**src/rtl/slow_clk_monitor.sv**
```systemverilog
// Samples a slow divided clock in the clk_in domain. It emits one-cycle rise/fall ticks and measures period and high time.
// It also flags loss of the slow clock. Optional glitch filter: define SLOW_CLK_MON_FILTER_EN.
module slow_clk_monitor #(
  parameter int CNT_W   = 28,
  parameter int TIMEOUT = 250000000
) (
  input  logic             clk_in,
  input  logic             rst,
  input  logic             slow_clk,
  output logic             tick,
  output logic             tick_fall,
  output logic [CNT_W-1:0] period,
  output logic [CNT_W-1:0] high_time,
  output logic             period_valid,
  output logic             lost
);

  typedef enum logic [1:0] {ACQUIRE, MEASURE, LOST} state_t;

  localparam logic [CNT_W-1:0] TIMEOUT_C = CNT_W'(TIMEOUT);
  localparam logic [CNT_W-1:0] ONE       = CNT_W'(1);

  state_t           state, state_nx;
  logic             s1, s2, s3;
  logic             level, rise, fall;
  logic [CNT_W-1:0] cnt, cnt_nx, hcnt, hcnt_nx, period_nx, high_nx;
  logic             valid_nx, lost_nx;

  // NOTE: sequential state uses non-blocking assignments so every flop samples pre-edge values.
  always_ff @(posedge clk_in or posedge rst) begin
    if (rst) begin
      s1 <= 1'b0;
      s2 <= 1'b0;
      s3 <= 1'b0;
    end else begin
      s1 <= slow_clk;
      s2 <= s1;
      s3 <= level;
    end
  end

`ifdef SLOW_CLK_MON_FILTER_EN
  // The level flips only once s2 and its two previous samples agree.
  logic [1:0] hist;
  logic       level_q;

  always_ff @(posedge clk_in or posedge rst) begin
    if (rst) begin
      hist    <= 2'b00;
      level_q <= 1'b0;
    end else begin
      hist    <= {hist[0], s2};
      level_q <= level;
    end
  end

  always_comb begin
    level = level_q;
    if (s2 && (&hist))
      level = 1'b1;
    else if (!s2 && !(|hist))
      level = 1'b0;
  end
`else
  assign level = s2;
`endif

  assign rise = level & ~s3;
  assign fall = ~level & s3;

  always_ff @(posedge clk_in or posedge rst) begin
    if (rst) begin
      state        <= ACQUIRE;
      tick         <= 1'b0;
      tick_fall    <= 1'b0;
      cnt          <= '0;
      hcnt         <= '0;
      period       <= '0;
      high_time    <= '0;
      period_valid <= 1'b0;
      lost         <= 1'b0;
    end else begin
      state        <= state_nx;
      tick         <= rise;
      tick_fall    <= fall;
      cnt          <= cnt_nx;
      hcnt         <= hcnt_nx;
      period       <= period_nx;
      high_time    <= high_nx;
      period_valid <= valid_nx;
      lost         <= lost_nx;
    end
  end

  // NOTE: every signal gets a default before the case so no latch is inferred.
  always_comb begin
    state_nx  = state;
    cnt_nx    = cnt;
    hcnt_nx   = hcnt;
    period_nx = period;
    high_nx   = high_time;
    valid_nx  = period_valid;
    lost_nx   = lost;
    unique case (state)
      ACQUIRE: begin
        cnt_nx  = '0;
        hcnt_nx = '0;
        if (rise) begin
          state_nx = MEASURE;
          cnt_nx   = ONE;
          hcnt_nx  = ONE;
        end
      end
      MEASURE: begin
        // A rise landing on the timeout cycle still completes the measurement.
        if (rise) begin
          period_nx = cnt;
          high_nx   = hcnt;
          valid_nx  = 1'b1;
          cnt_nx    = ONE;
          hcnt_nx   = ONE;
        end else if (cnt == TIMEOUT_C) begin
          state_nx = LOST;
          lost_nx  = 1'b1;
          valid_nx = 1'b0;
        end else begin
          cnt_nx = cnt + ONE;
          if (level)
            hcnt_nx = hcnt + ONE;
        end
      end
      LOST: begin
        if (rise) begin
          state_nx = MEASURE;
          lost_nx  = 1'b0;
          cnt_nx   = ONE;
          hcnt_nx  = ONE;
        end
      end
      default: state_nx = ACQUIRE;
    endcase
  end

endmodule

```
**config.mk**
```make
export PLATFORM = sky130hd
export DESIGN_NAME = slow_clk_monitor
export DESIGN_NICKNAME = d
export VERILOG_FILES = /design/src/rtl/slow_clk_monitor.sv
export SDC_FILE = /design/constraint.sdc
export NUM_CORES = 1
export LEC_CHECK = 0
export BUFFER_PORTS_ARGS = -buffer_cell sky130_fd_sc_hd__buf_2
export CORE_MARGIN = 1.5
export CORE_UTILIZATION = 53
export CTS_CLUSTER_SIZE = 14
export DETAILED_ROUTE_END_ITERATION = 8
export HOLD_SLACK_MARGIN = 0.1
export PLACE_DENSITY = 0.79
export SKIP_CTS_REPAIR_TIMING = 1
export SKIP_LAST_GASP = 1
export SLEW_MARGIN = 20
export SYNTH_ARGS = -nofsm -noshare
export SYNTH_HDL_FRONTEND = slang
export SYNTH_SLANG_ARGS = --single-unit
```
**constraint.sdc**
```tcl
create_clock -name clk_in -period 4.3 [get_ports clk_in]
set_input_delay 0.86 -clock clk_in [delete_from_list [all_inputs] [get_ports clk_in]]
set_output_delay 0.86 -clock clk_in [all_outputs]
set_load 0.03 [all_outputs]
```
* After elaboration in Yosys (flattened, before gate mapping)
Cells that the tools add are included.
Operators by class: bitwise operators 4, eq/ne operators 9, $add $sub $neg 2, muxes and demuxes 19, reduce and logical (&&, ||, !) cells 11
Operator list (number):
- two-way mux 28 bit | 6
- case mux 28 bit (3 select lines) | 2
- adder 28 x 1 -> 28 bit, second input constant | 2
- == test 28 bit, second input constant | 1
- AND reduction 4 bit | 2
- two-way mux 1 bit | 6
- two-way mux 2 bit | 3
- != test 2 bit, second input constant | 3
- != test 3 bit, second input constant | 2
- AND reduction 3 bit | 2
- case mux 2 bit (2 select lines) | 1
- AND reduction 2 bit | 2
- nonzero test 2 bit | 2
- nonzero test 3 bit | 1
- bitwise AND 1 bit | 2
- == test 2 x 1 -> 1 bit, second input constant | 1
- == test 2 bit, second input constant | 1
- logical NOT 2 bit | 1
- != test 2 x 1 -> 1 bit, second input constant | 1
- NOT 1 bit | 2
- case mux 1 bit (2 select lines) | 1
- OR reduction 2 bit | 1
Word-level totals: flip-flop bits (word level) 121, word-level logic and storage cells 57

* Depth between registers and ports, before layout
Gate-level depths: netlist of run 1.
depth in word-level cells 5, depth in mapped cells 9

* Least setup slack after synthesis of run 1
OpenSTA, ideal clock, no wires.
kind reg2reg, start register cnt[11], end register cnt[16], period minus slack after synthesis 2.017 ns, setup time 0.124 ns, required time 4.176 ns, buffers on the path 1, stages on the path, launching flop included 7, arrival time 1.893 ns, path slack 2.283 ns, path through dfrtp_1 or4_4 nor4_4 a21boi_1 clkbuf_1 nor3b_1 a211o_1
On the way: word-level cells in the longest chain between the ends 4
RTL lines:
- from (decl) | RTL line 26 | logic [CNT_W-1:0] cnt, cnt_nx, hcnt, hcnt_nx, period_nx, high_nx;
- from (signal assigned) | RTL line 86 | cnt <= cnt_nx;
- adder 28 x 1 -> 28 bit | RTL line 127 | cnt_nx = cnt + ONE;
- two-way mux 28 bit | RTL line 122 | end else if (cnt == TIMEOUT_C) begin
- two-way mux 28 bit | RTL line 116 | if (rise) begin
- case mux 28 bit (3 select lines) | RTL line 104 | unique case (state)
Several ways; a longest one is shown, not always the timed one. The select of a mux whose other input is x is not followed. A chain may end at the register's enable or synchronous reset.

* Final worst setup path of run 1
start register s2, in the netlist level, end register hcnt[9]
On the way: word-level cells in the longest chain between the ends 3
RTL lines:
- from (decl) | RTL line 24 | logic s1, s2, s3;
- from (signal assigned) | RTL line 33 | s2 <= 1'b0;
- from (signal assigned) | RTL line 37 | s2 <= s1;
- bitwise AND 1 bit | RTL line 68 | assign rise = level & ~s3;
- != test 3 bit (no source line) (tied with other cells)
- AND reduction 4 bit (no source line) / case mux 28 bit (3 select lines) (equally long branches)
- to (signal assigned) | RTL line 87 | hcnt <= hcnt_nx;
- to (decl) | RTL line 26
Several ways; a longest one is shown, not always the timed one.

==> results of run 1 <==
## per-layer routing
layer	wire length [µm]	global-route usage, %
met3	1287	7.173
met1	6571	38.79
met4	225	10.15
met2	6753	38.57
met5	0	0
## registers in the layout, summed over array words and instances (netlist names), 2 cells and up
signal	count
high_time	28
hcnt	28
cnt	28
state	2
period	28
## path summary, 6_finish.rpt
| path | startpoint | to | slack, ps | cells past startpoint |
|---|---|---|---|---|
| worst min-delay path | s1 | level | 390 | 0 |
| min in group asynchronous | rst | high_time[7] | 470 | 2 |
| worst min register to register | s1 | level | 390 | 0 |
| worst max-delay path | level | hcnt[9] | 1360 | 6 |
| worst max register to register | level | hcnt[9] | 1360 | 6 |
| max in group asynchronous | rst | period[2] | 2940 | 3 |
## layout make-up
| cell class | count | area, µm² |
|---|---|---|
| Fill cell | 837 | 3975 |
| Sequential cell | 121 | 3028 |
| Multi-Input combinational cell | 402 | 2721 |
| Clock buffer | 18 | 427.9 |
| Timing Repair Buffer | 68 | 355.3 |
| Tap cell | 140 | 175.2 |
| Clock inverter | 14 | 150.1 |
| Inverter | 14 | 55.05 |
## power groups by stage
stage	Clock (W)	Sequential [W]	Combinational, W
after floorplan	0	0.00126	0.000274
after global placement	0	0.00123	0.000399
after detailed placement	0	0.00124	0.000414
after CTS	0.00139	0.00122	0.000418
after global routing	0.00145	0.00122	0.000462
final	0.00138	0.00122	0.000421
## per-stage QoR
step                setup WS (ps)  instances  hold WS (ps)  cell area [µm²]
finish                       1365        777         388.2             6913
global route                 1101        777         386.7             6913
CTS                          1425        777         389.0             6913
detailed placement           1469        745         375.7             6335
global placement             1720        745         381.2             6332
floorplan                   225.8        572         331.2             5948
## kinds of logic after synthesis
family / after synthesis
AO/OA/AOI/OAI: 151
adder cells (fa/ha/maj): 7
buffers and inverters: 49
flip-flops: 121
multiplexers: 50
AND/OR/NAND/NOR: 194
## cells in the final DEF, fill, tap and decap left out, drive strengths merged, types with 2 or more instances in the layout
| cell | count |
|---|---|
| a211o | 3 |
| bufinv | 2 |
| mux2 | 47 |
| dfrtp | 121 |
| nor4bb | 2 |
| and4b | 4 |
| nand3 | 19 |
| nor4 | 10 |
| or3 | 2 |
| and2 | 10 |
| a21oi | 29 |
| o21ai | 27 |
| o21a | 9 |
| inv | 15 |
| nor2 | 23 |
| o311a | 2 |
| nand2b | 4 |
| nor3 | 5 |
| nor3b | 3 |
| nand4b | 2 |
| a31oi | 51 |
| a21boi | 3 |
| nand2 | 54 |
| mux2i | 3 |
| or2 | 3 |
| o22ai | 2 |
| and4 | 7 |
| clkinv | 5 |
| nor2b | 4 |
| a41oi | 9 |
| o31ai | 4 |
| clkinvlp | 6 |
| buf | 68 |
| o211ai | 4 |
| nand4 | 21 |
| ha | 7 |
| a32oi | 2 |
| and3 | 17 |
| clkbuf | 18 |
==> results.cfg, run 1 <==
[logic_synthesis]
synth_ff_type = dfrtp_1
synth-simple-area-share_pct = 18.51
synth_top_cell_by_area = dfrtp_1
async_reset_ff_share_pct = 100.0
syn_avg_cell_area_um2 = 10.40
yosys-top-cells-area = dfrtp_1 51%, mux2_2 8.9%, a31oi_1 5.4%
syn_area_mm2 = 0.005948
ys_seq_area_share_pct = 50.90
ys_top_cells_by_count = 121 x dfrtp_1, 53 x nand2_1, 51 x a31oi_1
synth_edf_count = 0
ys_warn_count = 0
syn-num-nets = 582
synth-compound-area-share_pct = 16.28
netlist.area_leader.share_pct = 50.90
synth-xor-area-share_pct = 0
synth_seq_cells = 121
yosys.area_share.adder_pct = 1.472
synth_top_family_by_area = simple AND/OR/NAND/NOR gates
muxShareOfSynthArea_pct = 9.403
synth_most_common_cell = dfrtp_1
synthCells = 572
synth_cell_types = 57

[clock_tree]
htree_levels = 4
clk_latency_ps = 540
cts_root_buffer = clkbuf_8
clock_sinks = 121
cts_buffer_depth = 2
path_clk_slew_ps = 60
cts_buffers = 17
cts_tree = built

[pwr]
p_sw_w = 0.0008734
p_int_w = 0.002146
power_w = 0.003019
pwr-share-clk_pct = 45.7
p_seq_share_pct = 40.3
peakVddDrop_mv = 0.2159
leakagePower_nw = 3.243
p_sw_share_pct = 28.93
p_per_area_mw_per_mm2 = 436.7
power_frac_comb_pct = 13.9

[floorplan]
initial_core_util_pct = 54.63
dieArea_mm2 = 0.01187
die_h_um = 108.9
die_x_um = 108.9
core_region_area_mm2 = 0.01089
rows = 38
ios = 63

[timing]
max_freq_ghz = 0.3407
setup_viol = 0
worst_slew_pin_slew_ps = 986.4
relSlewSlack_pct = 34.24
period_share_pct = 68.26
min_period_ps = 2935
setup_tns_ps = 0
slew_viol_final = 0
rsz0062_at_grt = no
fin_worst_skew_ps = 16.10
hold_viol = 0

[grt]
grt_overflow = 0
grt_pass1_vias = 4791
grt_max_degree = 65
grt_pass1_wl_um = 24450
antenna_found_initial = 0
grtUsageTotal_pct = 26.85

[critical_path]
cp.required_ps = 4730
worstPathArrival_ps = 3370
path_delay_family = simple AND/OR/NAND/NOR gates
cp_common_cell = nand2b_1
cp-start-kind = register
critPathBufInv = 1
worstPathCellList = nand2b_1 -> inv_2 -> nand2b_1 -> a21boi_1 -> nand2_1 -> a31oi_1
critPathKind = register to register
cp_slowest_cell = nand2_1
cp-end-kind = register
cp_max_fo = 23
cpPeakStageDelay_ps = 670

[min_path]
hold_path_class = register to register

[routing]
ant_nets = 0
firstDrtPassIters = 5
viasPerCell = 6.502
wirelength_um = 14840
drt_iter0_markers = 520
via_count = 5052
wl_per_cell_um = 19.10
drc = 0

[cells_and_area]
post-route-util_pct = 63.49
nets = 634
layout-drive-gt1-share_pct = 25.59
area_growth_pct = 16.22
diodes = 0

[flow_run]
cap_violations = 0

[placement]
numPortBuffers = 62
gp_congestion = 0.9561
dpl.hpwl_um = 9809

[outcome]
status = finished, final reports clean
Power figures use the tool's default switching activity.
==> run 2: changes to the inputs <==
- ABC_AREA: default -> 1
- CORE_UTILIZATION: 53 -> 54
- PLACE_DENSITY: 0.79 -> 0.8
- clock period: 4.3 -> 2.4 ns (I/O delays scaled with it)
==> results.cfg, run 2 <==
[outcome]
status = finished, final reports clean

[logic_synthesis]
syn_avg_cell_area_um2 = 7.360
synthCells = 877
async_reset_ff_share_pct = 100.0
netlist.area_leader.share_pct = 46.91
synth_seq_cells = 121
yosys-top-cells-area = dfrtp_1 47%, nand2_1 17%, o21ai_0 6.3%
synth_edf_count = 0
ys_seq_area_share_pct = 46.91
syn_area_mm2 = 0.006455
ys_top_cells_by_count = 294 x nand2_1, 121 x dfrtp_1, 91 x inv_1
syn-num-nets = 887
synth_most_common_cell = nand2_1
ys_warn_count = 0
synth_top_cell_by_area = dfrtp_1
synth_ff_type = dfrtp_1
synth_cell_types = 30

[timing]
setup_tns_ps = 0
hold_viol = 0
rsz0062_at_grt = no
worst_slack_ps = 315.4
setup_viol = 0
max_freq_ghz = 0.4797
min_period_ps = 2085
period_share_pct = 86.86
worst_slew_pin_slew_ps = 624.5
slew_viol_final = 0
fin_worst_skew_ps = 7.304
relSlewSlack_pct = 58.37

[floorplan]
core_region_area_mm2 = 0.01152
initial_core_util_pct = 56.05
dieArea_mm2 = 0.01262
die_h_um = 112.3
rows = 39
ios = 63
die_x_um = 112.3

[critical_path]
critPathKind = register to register
cp.required_ps = 2730
path_delay_family = simple AND/OR/NAND/NOR gates
worstPathCellList = inv_1 -> ha_1 -> nand2_1 -> nor2_1 -> nand3_1 -> nor2_4 -> nand3_4 -> nand3_4 -> nand2_1 -> o21ai_1
cp-end-kind = register
critPathBufInv = 1
cp_max_fo = 55
worstPathArrival_ps = 2410
cpPeakStageDelay_ps = 440
cp_slowest_cell = dfrtp_1
cp-start-kind = register

[cells_and_area]
layout-drive-gt1-share_pct = 13.58
diodes = 0
final_cells = 1093
nets = 948
final_common_cell = nand2_1
area_growth_pct = 16.69
post-route-util_pct = 65.41
layout_common_cells = 293 x nand2_1, 121 x dfrtp_1, 90 x inv_1

[routing]
via_count = 5774
firstDrtPassIters = 7
drt_iter0_markers = 405
drc = 0
wirelength_um = 14520
ant_nets = 0
wl_per_cell_um = 13.28
viasPerCell = 5.283

[clock_tree]
cts_tree = built
clk_latency_ps = 420
cts_buffer_depth = 2
htree_levels = 4
clock_sinks = 121
path_clk_slew_ps = 60
cts_root_buffer = clkbuf_16
cts_buffers = 17

[placement]
place_inst = 1062
gp_congestion = 0.9544
numPortBuffers = 62
dpl.hpwl_um = 9882
pre_cts_slack_ps = 374.4

[grt]
grt_pass1_wl_um = 24690
antenna_found_initial = 0
grtUsageTotal_pct = 24.32
grt_pass1_vias = 5462
grt_max_degree = 122
grt_overflow = 0

[flow_run]
cap_violations = 0

[pwr]
peakVddDrop_mv = 0.5219
power_w = 0.005644
leakagePower_nw = 3.668
p_per_area_mw_per_mm2 = 749.3

[min_path]
hold_path_class = input pin to register
[run 2: cell types whose count changed in the layout (fill, tap and decap cells not counted), moves of 16 or more]
cell | before | now
o21ai_0 | 26 | 81
nand3_1 | 19 | 77
nand2_1 | 52 | 293
a31oi_1 | 51 | 1
and3_1 | 17 | 1
mux2_2 | 47 | 7
inv_1 | 12 | 90
a21oi_1 | 29 | 8
nor2_1 | 22 | 84
o21ai_1 | 1 | 17
[run 2: kinds of logic after synthesis]
logic type	share of synthesized area, %
fa+ha+maj	1.357
flops	46.91
buf+inv	8.374
compound gates	9.207
simple gates	32.53
mux	1.221
xor+xnor	0.4071
[run 2: metal layers]
| layer | up-vias | global-route usage, % | routed length, µm |
|---|---|---|---|
| met3 | 31 | 4.482 | 565 |
| met1 | 2678 | 29.94 | 6366 |
| met5 | - | 0 | 0 |
| li1 | 2927 | - | - |
| met4 | 0 | 11.22 | 341 |
| met2 | 138 | 41.76 | 7243 |
[run 2: power by group]
part / switching, W / internal (W)
clock: 0.000900 / 0.00189
combinational: 0.000529 / 0.000188
sequential: 0.0000460 / 0.00210
[run 2: worst register-to-register path: stages (launching register included)]
cell	delay (ps)
dfrtp_1	440
inv_1	160
ha_1	170
nand2_1	50
nor2_1	100
nand3_1	130
nor2_4	200
nand3_4	120
nand3_4	400
nand2_1	130
o21ai_1	100
[run 2: final timing paths]
path,start,endpoint,slack (ps),depth (start not counted)
setup / recovery,cnt[0],hcnt[0],320,10
hold / removal,slow_clk,s1,170,1
setup reg to reg,cnt[0],hcnt[0],320,10
hold reg to reg,s1,level,350,0
max in group asynchronous,rst,high_time[25],1690,3
min in group asynchronous,rst,hcnt[3],250,3
[run 2: cell type report]
class,instances,area [µm²]
Clock buffer,19,452.9
Inverter,95,360.3
Sequential cell,121,3028
Tap cell,143,178.9
Timing Repair Buffer,73,417.9
Clock inverter,12,197.7
Multi-Input combinational cell,630,2897
Fill cell,1013,3984
[run 2: per-stage QoR]
| step | hold slack, ps | instance area (µm²) |
|---|---|---|
| after detailed placement | 339.7 | 6882 |
| after global placement | 336.1 | 6882 |
| after global routing | 161.6 | 7532 |
| after CTS | 153.5 | 7532 |
| after floorplan | 331.2 | 6459 |
| final | 165.4 | 7532 |
